<file path="src/rtl/spi_45_pkg.sv">
// Shared types and constants for the 45-degree SPI line-drawing engine.
package spi_45_pkg;

  localparam int unsigned BYTES_PER_PIXEL = 13;
  localparam int unsigned IDX_W           = 4;
  localparam int unsigned CNT_W           = 3;

  localparam logic [7:0] CMD_CASET = 8'h2A;
  localparam logic [7:0] CMD_PASET = 8'h2B;
  localparam logic [7:0] CMD_RAMWR = 8'h2C;

  typedef enum logic [1:0] {
    ST_IDLE,
    ST_SEND,
    ST_GAP,
    ST_DONE
  } state_t;

  // One serialised byte together with its data/command flag.
  typedef struct packed {
    logic       dc;
    logic [7:0] data;
  } tx_byte_t;

  // Byte at position idx of a single pixel transaction.
  function automatic tx_byte_t pixel_byte(input logic [IDX_W-1:0] idx,
                                          input logic [15:0]      x,
                                          input logic [15:0]      y,
                                          input logic [15:0]      color);
    tx_byte_t b;
    b.dc   = 1'b1;
    b.data = 8'h00;
    case (idx)
      4'd0:        begin b.dc = 1'b0; b.data = CMD_CASET; end
      4'd1, 4'd3:  b.data = x[15:8];
      4'd2, 4'd4:  b.data = x[7:0];
      4'd5:        begin b.dc = 1'b0; b.data = CMD_PASET; end
      4'd6, 4'd8:  b.data = y[15:8];
      4'd7, 4'd9:  b.data = y[7:0];
      4'd10:       begin b.dc = 1'b0; b.data = CMD_RAMWR; end
      4'd11:       b.data = color[15:8];
      4'd12:       b.data = color[7:0];
      default:     b.data = 8'h00;
    endcase
    return b;
  endfunction

endpackage

</file>
<file path="src/rtl/spi_45_byte_tx.sv">
// Byte serialiser: loads a byte with its dc flag and shifts it out MSB first.
// When neither loading nor shifting it clears, so mosi/dc idle at 0.
module spi_45_byte_tx
  import spi_45_pkg::*;
(
  input  logic     i_clk,
  input  logic     i_rst,
  input  logic     load,
  input  logic     shift,
  input  tx_byte_t byte_in,
  output logic     mosi,
  output logic     dc,
  output logic     last_c
);

  logic [7:0]       sr_q;
  logic             dc_q;
  logic [CNT_W-1:0] cnt_q;

  // Shift register, dc latch and bit counter.
  always_ff @(posedge i_clk) begin
    if (!i_rst) begin
      sr_q  <= 8'h00;
      dc_q  <= 1'b0;
      cnt_q <= '0;
    end else if (load) begin
      sr_q  <= byte_in.data;
      dc_q  <= byte_in.dc;
      cnt_q <= '0;
    end else if (shift) begin
      sr_q  <= {sr_q[6:0], 1'b0};
      cnt_q <= cnt_q + CNT_W'(1);
    end else begin
      sr_q  <= 8'h00;
      dc_q  <= 1'b0;
      cnt_q <= '0;
    end
  end

  assign mosi   = sr_q[7];
  assign dc     = dc_q;
  assign last_c = (cnt_q == CNT_W'(7));

endmodule

</file>
<file path="src/rtl/spi_45.sv">
// 45-degree line drawer: emits one CASET/PASET/RAMWR SPI transaction per pixel.
module spi_45
  import spi_45_pkg::*;
#(
  parameter int unsigned DELAY = 20,
  parameter logic [15:0] X1    = 16'd0,
  parameter logic [15:0] X2    = 16'd5,
  parameter logic [15:0] Y1    = 16'd0,
  parameter logic [15:0] Y2    = 16'd5,
  parameter logic [15:0] COLOR = 16'hFFFF
) (
  input  logic i_clk,
  input  logic i_rst,
  input  logic i_start,
  output logic o_mosi,
  output logic o_dc,
  output logic o_cs,
  output logic o_done
);

  localparam int unsigned PIX_W    = 17;
  localparam int unsigned GAP_W    = (DELAY > 1) ? $clog2(DELAY) : 1;
  localparam int unsigned SPAN     = (X2 >= X1) ? (32'(X2) - 32'(X1)) : (32'(X1) - 32'(X2));
  localparam int unsigned N_PIX    = SPAN + 1;
  localparam logic [15:0] X_STEP   = (X2 > X1) ? 16'd1 : ((X2 < X1) ? 16'hFFFF : 16'd0);
  localparam logic [15:0] Y_STEP   = (Y2 > Y1) ? 16'd1 : ((Y2 < Y1) ? 16'hFFFF : 16'd0);
  localparam logic [IDX_W-1:0] LAST_IDX = IDX_W'(BYTES_PER_PIXEL - 1);

  state_t            state_q, state_d;
  logic [IDX_W-1:0]  idx_q, idx_d;
  logic [PIX_W-1:0]  pix_q, pix_d;
  logic [15:0]       x_q, x_d;
  logic [15:0]       y_q, y_d;
  logic [GAP_W-1:0]  gap_q, gap_d;
  logic              cs_q, cs_d;
  logic              done_q, done_d;

  logic              tx_load, tx_shift, tx_last_c;
  tx_byte_t          tx_in;

  spi_45_byte_tx u_tx (
    .i_clk   (i_clk),
    .i_rst   (i_rst),
    .load    (tx_load),
    .shift   (tx_shift),
    .byte_in (tx_in),
    .mosi    (o_mosi),
    .dc      (o_dc),
    .last_c  (tx_last_c)
  );

  // State and datapath registers.
  always_ff @(posedge i_clk) begin
    if (!i_rst) begin
      state_q <= ST_IDLE;
      idx_q   <= '0;
      pix_q   <= '0;
      x_q     <= 16'd0;
      y_q     <= 16'd0;
      gap_q   <= '0;
      cs_q    <= 1'b1;
      done_q  <= 1'b0;
    end else begin
      state_q <= state_d;
      idx_q   <= idx_d;
      pix_q   <= pix_d;
      x_q     <= x_d;
      y_q     <= y_d;
      gap_q   <= gap_d;
      cs_q    <= cs_d;
      done_q  <= done_d;
    end
  end

  // Next-state, byte sequencing and coordinate stepping.
  always_comb begin
    state_d  = state_q;
    idx_d    = idx_q;
    pix_d    = pix_q;
    x_d      = x_q;
    y_d      = y_q;
    gap_d    = gap_q;
    cs_d     = cs_q;
    done_d   = 1'b0;
    tx_load  = 1'b0;
    tx_shift = 1'b0;
    tx_in    = pixel_byte(idx_q, x_q, y_q, COLOR);

    case (state_q)
      ST_IDLE: begin
        if (i_start) begin
          state_d = ST_SEND;
          x_d     = X1;
          y_d     = Y1;
          pix_d   = '0;
          idx_d   = '0;
          cs_d    = 1'b0;
          tx_load = 1'b1;
          tx_in   = pixel_byte(IDX_W'(0), X1, Y1, COLOR);
        end
      end
      ST_SEND: begin
        if (!tx_last_c) begin
          tx_shift = 1'b1;
        end else if (idx_q != LAST_IDX) begin
          idx_d   = idx_q + IDX_W'(1);
          tx_load = 1'b1;
          tx_in   = pixel_byte(idx_q + IDX_W'(1), x_q, y_q, COLOR);
        end else begin
          cs_d = 1'b1;
          if (pix_q == PIX_W'(N_PIX - 1)) begin
            state_d = ST_DONE;
            done_d  = 1'b1;
          end else begin
            state_d = ST_GAP;
            gap_d   = '0;
            x_d     = x_q + X_STEP;
            y_d     = y_q + Y_STEP;
            pix_d   = pix_q + PIX_W'(1);
          end
        end
      end
      ST_GAP: begin
        if (gap_q == GAP_W'(DELAY - 1)) begin
          state_d = ST_SEND;
          idx_d   = '0;
          cs_d    = 1'b0;
          tx_load = 1'b1;
          tx_in   = pixel_byte(IDX_W'(0), x_q, y_q, COLOR);
        end else begin
          gap_d = gap_q + GAP_W'(1);
        end
      end
      ST_DONE: begin
        state_d = ST_IDLE;
      end
      default: begin
        state_d = ST_IDLE;
      end
    endcase
  end

  assign o_cs   = cs_q;
  assign o_done = done_q;

endmodule

</file>
<file path="config.mk">
export PLATFORM = sky130hd
export DESIGN_NAME = spi_45
export DESIGN_NICKNAME = d
export VERILOG_FILES = /design/src/rtl/spi_45_pkg.sv /design/src/rtl/spi_45_byte_tx.sv /design/src/rtl/spi_45.sv
export SDC_FILE = /design/constraint.sdc
export NUM_CORES = 1
export LEC_CHECK = 0
export CAP_MARGIN = 20
export CORE_UTILIZATION = 56
export CTS_CLUSTER_DIAMETER = 100
export DETAILED_ROUTE_END_ITERATION = 16
export PLACE_DENSITY_LB_ADDON = 0.12
export SLEW_MARGIN = 20
export SYNTH_ARGS = -nofsm -noshare
export SYNTH_HDL_FRONTEND = slang
export SYNTH_SLANG_ARGS = --single-unit
</file>
<file path="constraint.sdc">
create_clock -name i_clk -period 2.5 [get_ports i_clk]
set_clock_uncertainty 0.15 [all_clocks]
set_input_delay 0.5 -clock i_clk [delete_from_list [all_inputs] [get_ports i_clk]]
set_output_delay 0.5 -clock i_clk [all_outputs]
set_load 0.01 [all_outputs]
</file>
==> flow_summary.json, run 1 <==
{
  "root_buffer": "clkbuf_8",
  "rsz0062_at_grt": "false",
  "path_class": "register to register",
  "min_period_ns": 2.38,
  "synth_top_area_cell": "dfxtp_1",
  "pin_count": 7,
  "synth.avg_cell_area_um2": 8.97,
  "grt_overflow_total": 0,
  "syn_area_um2": 4330,
  "p_seq_share_pct": 56.9,
  "drv_slew": 0,
  "synthCells": 483,
  "ctsHtreeMaxLevel": 3,
  "total_power_mw": 2.09,
  "p_comb_share_pct": 4.7,
  "antenna_found_initial": 0,
  "die_h_um": 90.0,
  "slew_headroom_pct": 52.9,
  "syn2layout_area_growth_pct": 8.15,
  "synth_edf_count": 0,
  "coreArea_um2": 7370,
  "clockPowerShare_pct": 38.4,
  "tightest_slew_ns": 0.705,
  "ir_drop_uv": 368,
  "switching_share_pct": 25.1,
  "cts_buffer_depth": 2,
  "p_int_mw": 1.57,
  "routed_wl_mm": 9.50,
  "synth_ff_type": "dfxtp_1",
  "synth-seq-area-share_pct": 34.2,
  "startpoint_type": "register",
  "hold_violations": 0,
  "min_period_over_period_pct": 95.2,
  "nets": 506,
  "yosys_warnings": 0,
  "viasPerCell": 5.93,
  "dp_hpwl_mm": 6.76,
  "io_buffer_count": 6,
  "clk_pin_slew_worst_paths_ns": 0.08,
  "synthTopCellsByArea": "dfxtp_1, xnor2_1, nor2_1",
  "yosys.area.top_type_share_pct": 34.2,
  "synth_cell_types": 69,
  "clkLatencyLatePin_ns": 0.35,
  "drc": 0,
  "initial_utilization_pct": 58.8,
  "grt_pass1_vias": 3313,
  "ant_nets": 0,
  "dr.pass1.iters": 5,
  "n_antenna_cell": 0,
  "vias": 3525,
  "grt_max_degree": 44,
  "grt_pass1_wl_mm": 16.1,
  "slowest_delay_ns": 0.39,
  "crit_chain": "inv_1 > ha_1 > nor2b_1 > a21oi_1 > o221ai_2 > a222oi_1 > nand3_1 > a221o_1",
  "drtIter0Drc": 228,
  "timing.fmax_mhz": 420,
  "tns_ns": 0,
  "arrival_ns": 2.47,
  "power.switching_uw": 525,
  "critPathMaxFanout": 5,
  "syn_nets": 498,
  "numCtsBuffers": 9,
  "cp_slowest_cell": "a222oi_1",
  "power_density_nw_per_um2": 447,
  "row_count": 31,
  "synth_seq_cells": 74,
  "status": "finished, final reports clean",
  "async_flop_share_pct": 0,
  "cp-end-kind": "register",
  "finalSetupViolCount": 0,
  "gp_congestion": 0.907,
  "power.leakage_nw": 1.42,
  "cts.sinks": 74,
  "drv_cap": 0,
  "crit_buf_inv": 1,
  "die_w_um": 90.0,
  "hold_path_class": "register to register",
  "cp_top_family": "compound AO/OA/AOI/OAI gates",
  "synth.most_common_cell": "dfxtp_1",
  "wire_per_inst_um": 16.0,
  "ys_top_cells_by_count": "dfxtp_1, nor2_1, xnor2_1, nand2_1, nor4_2",
  "grt_usage_pct": 24.6,
  "cp.required_ns": 2.59,
  "drive_gt1_share_pct": 18.8,
  "cts_tree": "built",
  "dieArea_um2": 8090
}
[cell type report]
type	instances	area (um^2)
Clock inverter	5	32.5
Sequential cell	74	1490
Clock buffer	10	128
Tap cell	99	124
Fill cell	663	2690
Timing Repair Buffer	26	235
Inverter	10	37.5
Multi-Input combinational cell	370	2640
[worst paths after layout]
kind	startpoint	slack, ns	to	depth (start not counted)
hold reg to reg	u_tx.cnt_q[0]	0.28	u_tx.cnt_q[0]	1
setup / recovery	idx_q[1]	0.12	u_tx.sr_q[3]	8
setup reg to reg	idx_q[1]	0.12	u_tx.sr_q[3]	8
hold / removal	u_tx.cnt_q[0]	0.28	u_tx.cnt_q[0]	1
[registers in the layout (all words and copies together) (netlist names)]
register	count
o_cs	1
gap_q	5
o_done	1
u_tx.dc	1
x_q	16
u_tx.cnt_q	3
idx_q	4
state_q	2
y_q	16
u_tx.sr_q	8
pix_q	17
[metrics by stage]
| stage | instances | util (%) | hold slack, ns | setup WS, ns | cell area, um^2 |
|---|---|---|---|---|---|
| after floorplan | 483 | - | 0.248 | 0.196 | 4330 |
| after global placement | 579 | 61.0 | 0.258 | 0.142 | 4500 |
| after detailed placement | 579 | 61.0 | 0.277 | 0.0735 | 4500 |
| after CTS | 594 | 63.2 | 0.288 | 0.0575 | 4660 |
| after global routing | 594 | 63.6 | 0.294 | 0.0192 | 4680 |
| final | 594 | 63.6 | 0.279 | 0.120 | 4680 |
[what timing repair did]
item,in CTS,in global routing
setup endpoints to repair,0,8
buffers inserted,0,0
gates resized for setup,0,8
hold endpoints to repair,0,0
hold buffers,0,0
[logic make-up after synthesis]
kind of cell	after synthesis	synth area share [%]
xor gates and xnor gates	48	9.71
buffers and inverters	39	5.75
muxes	4	0.924
and+or+nand+nor	230	32.3
adders and majority gates	12	3.47
DFF	74	34.2
AOI/OAI and AO/OA	76	13.7
[placed cells by master (no fill, tap or decap), types with 11 or more instances in the layout]
| cell | Yosys | layout |
|---|---|---|
| nand4_1 | 11 | 11 |
| nand3_1 | 18 | 18 |
| a21oi_1 | 15 | 14 |
| buf_4 | 1 | 18 |
| nor2_1 | 64 | 63 |
| dfxtp_1 | 74 | 71 |
| nor4_2 | 19 | 19 |
| nand2_1 | 35 | 35 |
| nor2b_1 | 12 | 12 |
| xnor2_1 | 43 | 43 |
[per-layer routing]
layer | up-vias | global-route usage, % | part of all wire, %
met5 | - | 0 | 0
met3 | 17 | 4.99 | 3.5
met4 | 0 | 10.2 | 2.7
met2 | 64 | 39.1 | 46
li1 | 1754 | - | -
met1 | 1690 | 32.7 | 48
[power groups by stage]
stage	Combinational (mW)	Clock, mW	Sequential, mW
2_1_floorplan	0.0826	0	1.22
3_3_place_gp	0.0972	0	1.22
3_5_place_dp	0.0983	0	1.22
4_1_cts	0.0985	0.824	1.19
5_1_grt	0.108	0.871	1.19
6_report	0.0986	0.804	1.19
No activity file was read; power rests on OpenSTA's default activity.
==> run 2: changes to the inputs <==
CORE_ASPECT_RATIO = 0.5   (was default)
SKIP_CTS_REPAIR_TIMING = 1   (was default)
==> run 2 against run 1 <==
Effect of this change: sequential cell count stayed put; register-to-register slack hardly changed; global-route usage is 3.1 points higher; highest routed layer unchanged.
==> flow_summary.json, run 2 (synthesized netlist as in run 1, its figures left out) <==
{
  "final_cell_mix": "dfxtp_1, nor2_1, xnor2_1",
  "grt_usage_pct": 27.8,
  "gp_congestion": 0.960,
  "drive_gt1_share_pct": 19.6,
  "critPathMaxFanout": 11,
  "fill_cells": 588,
  "numCtsBuffers": 9,
  "dp_hpwl_mm": 7.40,
  "hold_violations": 0,
  "drv_cap": 0,
  "timing.fmax_mhz": 419,
  "dr.pass1.iters": 5,
  "clkLatencyLatePin_ns": 0.34,
  "finalSetupViolCount": 0,
  "viasPerCell": 6.12,
  "status": "finished, final reports clean",
  "initial_utilization_pct": 58.5,
  "syn2layout_area_growth_pct": 12.7,
  "grt_pass1_wl_mm": 17.5,
  "dieArea_um2": 8110,
  "power.leakage_nw": 1.53,
  "ir_drop_uv": 330,
  "row_count": 22,
  "setup_ws_ns": 0.111,
  "crit_chain": "nand3_1 > or2_1 > o2bb2ai_2 > nor2_2 > a31oi_4 > a21boi_1",
  "hold_path_class": "register to register",
  "pin_count": 7,
  "tns_ns": 0,
  "slew_headroom_pct": 54.0,
  "reg_top3": "pix_q (17), x_q (16), y_q (16)",
  "root_buffer": "clkbuf_16",
  "drtIter0Drc": 355,
  "cp_slowest_cell": "dfxtp_1",
  "coreArea_um2": 7400,
  "die_h_um": 64.2,
  "layout_commonest_cell": "dfxtp_1",
  "grt_pass1_vias": 3537,
  "io_buffer_count": 6,
  "tightest_slew_ns": 0.689,
  "routed_wl_mm": 10.4,
  "grt_overflow_total": 0,
  "drc": 0,
  "nets": 510,
  "n_antenna_cell": 0,
  "startpoint_type": "register",
  "largest_register_ffs": 17,
  "cp.required_ns": 2.61,
  "cp-end-kind": "register",
  "power_density_nw_per_um2": 544,
  "cts_tree": "built",
  "rsz0062_at_grt": "true",
  "drv_slew": 0,
  "grt_max_degree": 44,
  "min_period_ns": 2.39,
  "place_ws_ns": 0.0211,
  "path_class": "register to register",
  "top_register": "pix_q",
  "vias": 3650,
  "hold_slack_ns": 0.276,
  "die_w_um": 126,
  "clk_pin_slew_worst_paths_ns": 0.06,
  "cts.sinks": 74,
  "wire_per_inst_um": 17.4,
  "antenna_found_initial": 0,
  "min_period_over_period_pct": 95.6,
  "place_inst": 580,
  "cts_buffer_depth": 2,
  "ant_nets": 0,
  "slowest_delay_ns": 0.54,
  "stdcell_count": 596,
  "ctsHtreeMaxLevel": 3,
  "arrival_ns": 2.50
}
-- run 2: changes by cell type in the layout (fill, tap and decap cells not counted), moves of 2 or more --
cell / delta
clkinvlp_4: -3
clkbuf_16: +9
clkbuf_8: -6
buf_4: +4
a21oi_2: -2
-- run 2: path summary, 6_finish.rpt --
| path | cells after the start | endpoint | start | slack [ns] |
|---|---|---|---|---|
| setup / recovery | 6 | u_tx.sr_q[0] | idx_q[2] | 0.11 |
| hold / removal | 1 | u_tx.cnt_q[0] | u_tx.cnt_q[0] | 0.28 |
| setup reg to reg | 6 | u_tx.sr_q[0] | idx_q[2] | 0.11 |
| hold reg to reg | 1 | u_tx.cnt_q[0] | u_tx.cnt_q[0] | 0.28 |
-- run 2: metal layers --
metal | track usage, % | routed length (um) | vias up
met5 | 0 | 0 | -
met4 | 8.43 | 142 | 0
met3 | 7.20 | 685 | 15
met2 | 43.8 | 4560 | 119
met1 | 37.3 | 5010 | 1752
li1 | - | - | 1764
-- run 2: final cells by class --
class | count | area (um^2) | share of cell area (%)
clock buffers | 12 | 267 | 5.46
clock inverters | 4 | 48.8 | 1.00
inverters | 10 | 37.5 | 0.769
multi-input cells | 370 | 2660 | 54.4
flip-flops and latches | 74 | 1490 | 30.5
well taps | 96 | 120 | 2.46
repair buffers | 30 | 265 | 5.43
-- run 2: worst max-delay path: cells and delay by family, from the launching register on --
kind            cells  cell delay, ns
flops               1            0.54
simple gates        3            0.77
compound gates      3            0.84
-- run 2: stage by stage --
step | power [mW] | area [um^2] | utilization (%)
after detailed placement | 1.32 | 4520 | 61.1
after global placement | 1.32 | 4520 | 61.1
after CTS | 2.66 | 4840 | 65.3
final | 2.66 | 4880 | 65.9
after floorplan | 1.30 | 4330 | -
after global routing | 2.73 | 4880 | 65.9
-- run 2: power by group --
part | switching (mW) | internal, mW | total (mW)
Sequential | 0.00689 | 1.19 | 1.19
Clock | 0.506 | 0.853 | 1.36
Combinational | 0.0670 | 0.0360 | 0.103
==> run 3: changes to the inputs <==
ABC_AREA = 0   (was default)
GPL_ROUTABILITY_DRIVEN = 1   (was default)
==> results of run 3 <==
Same layout as run 2: the final DEF is identical, and so are final timing and power.
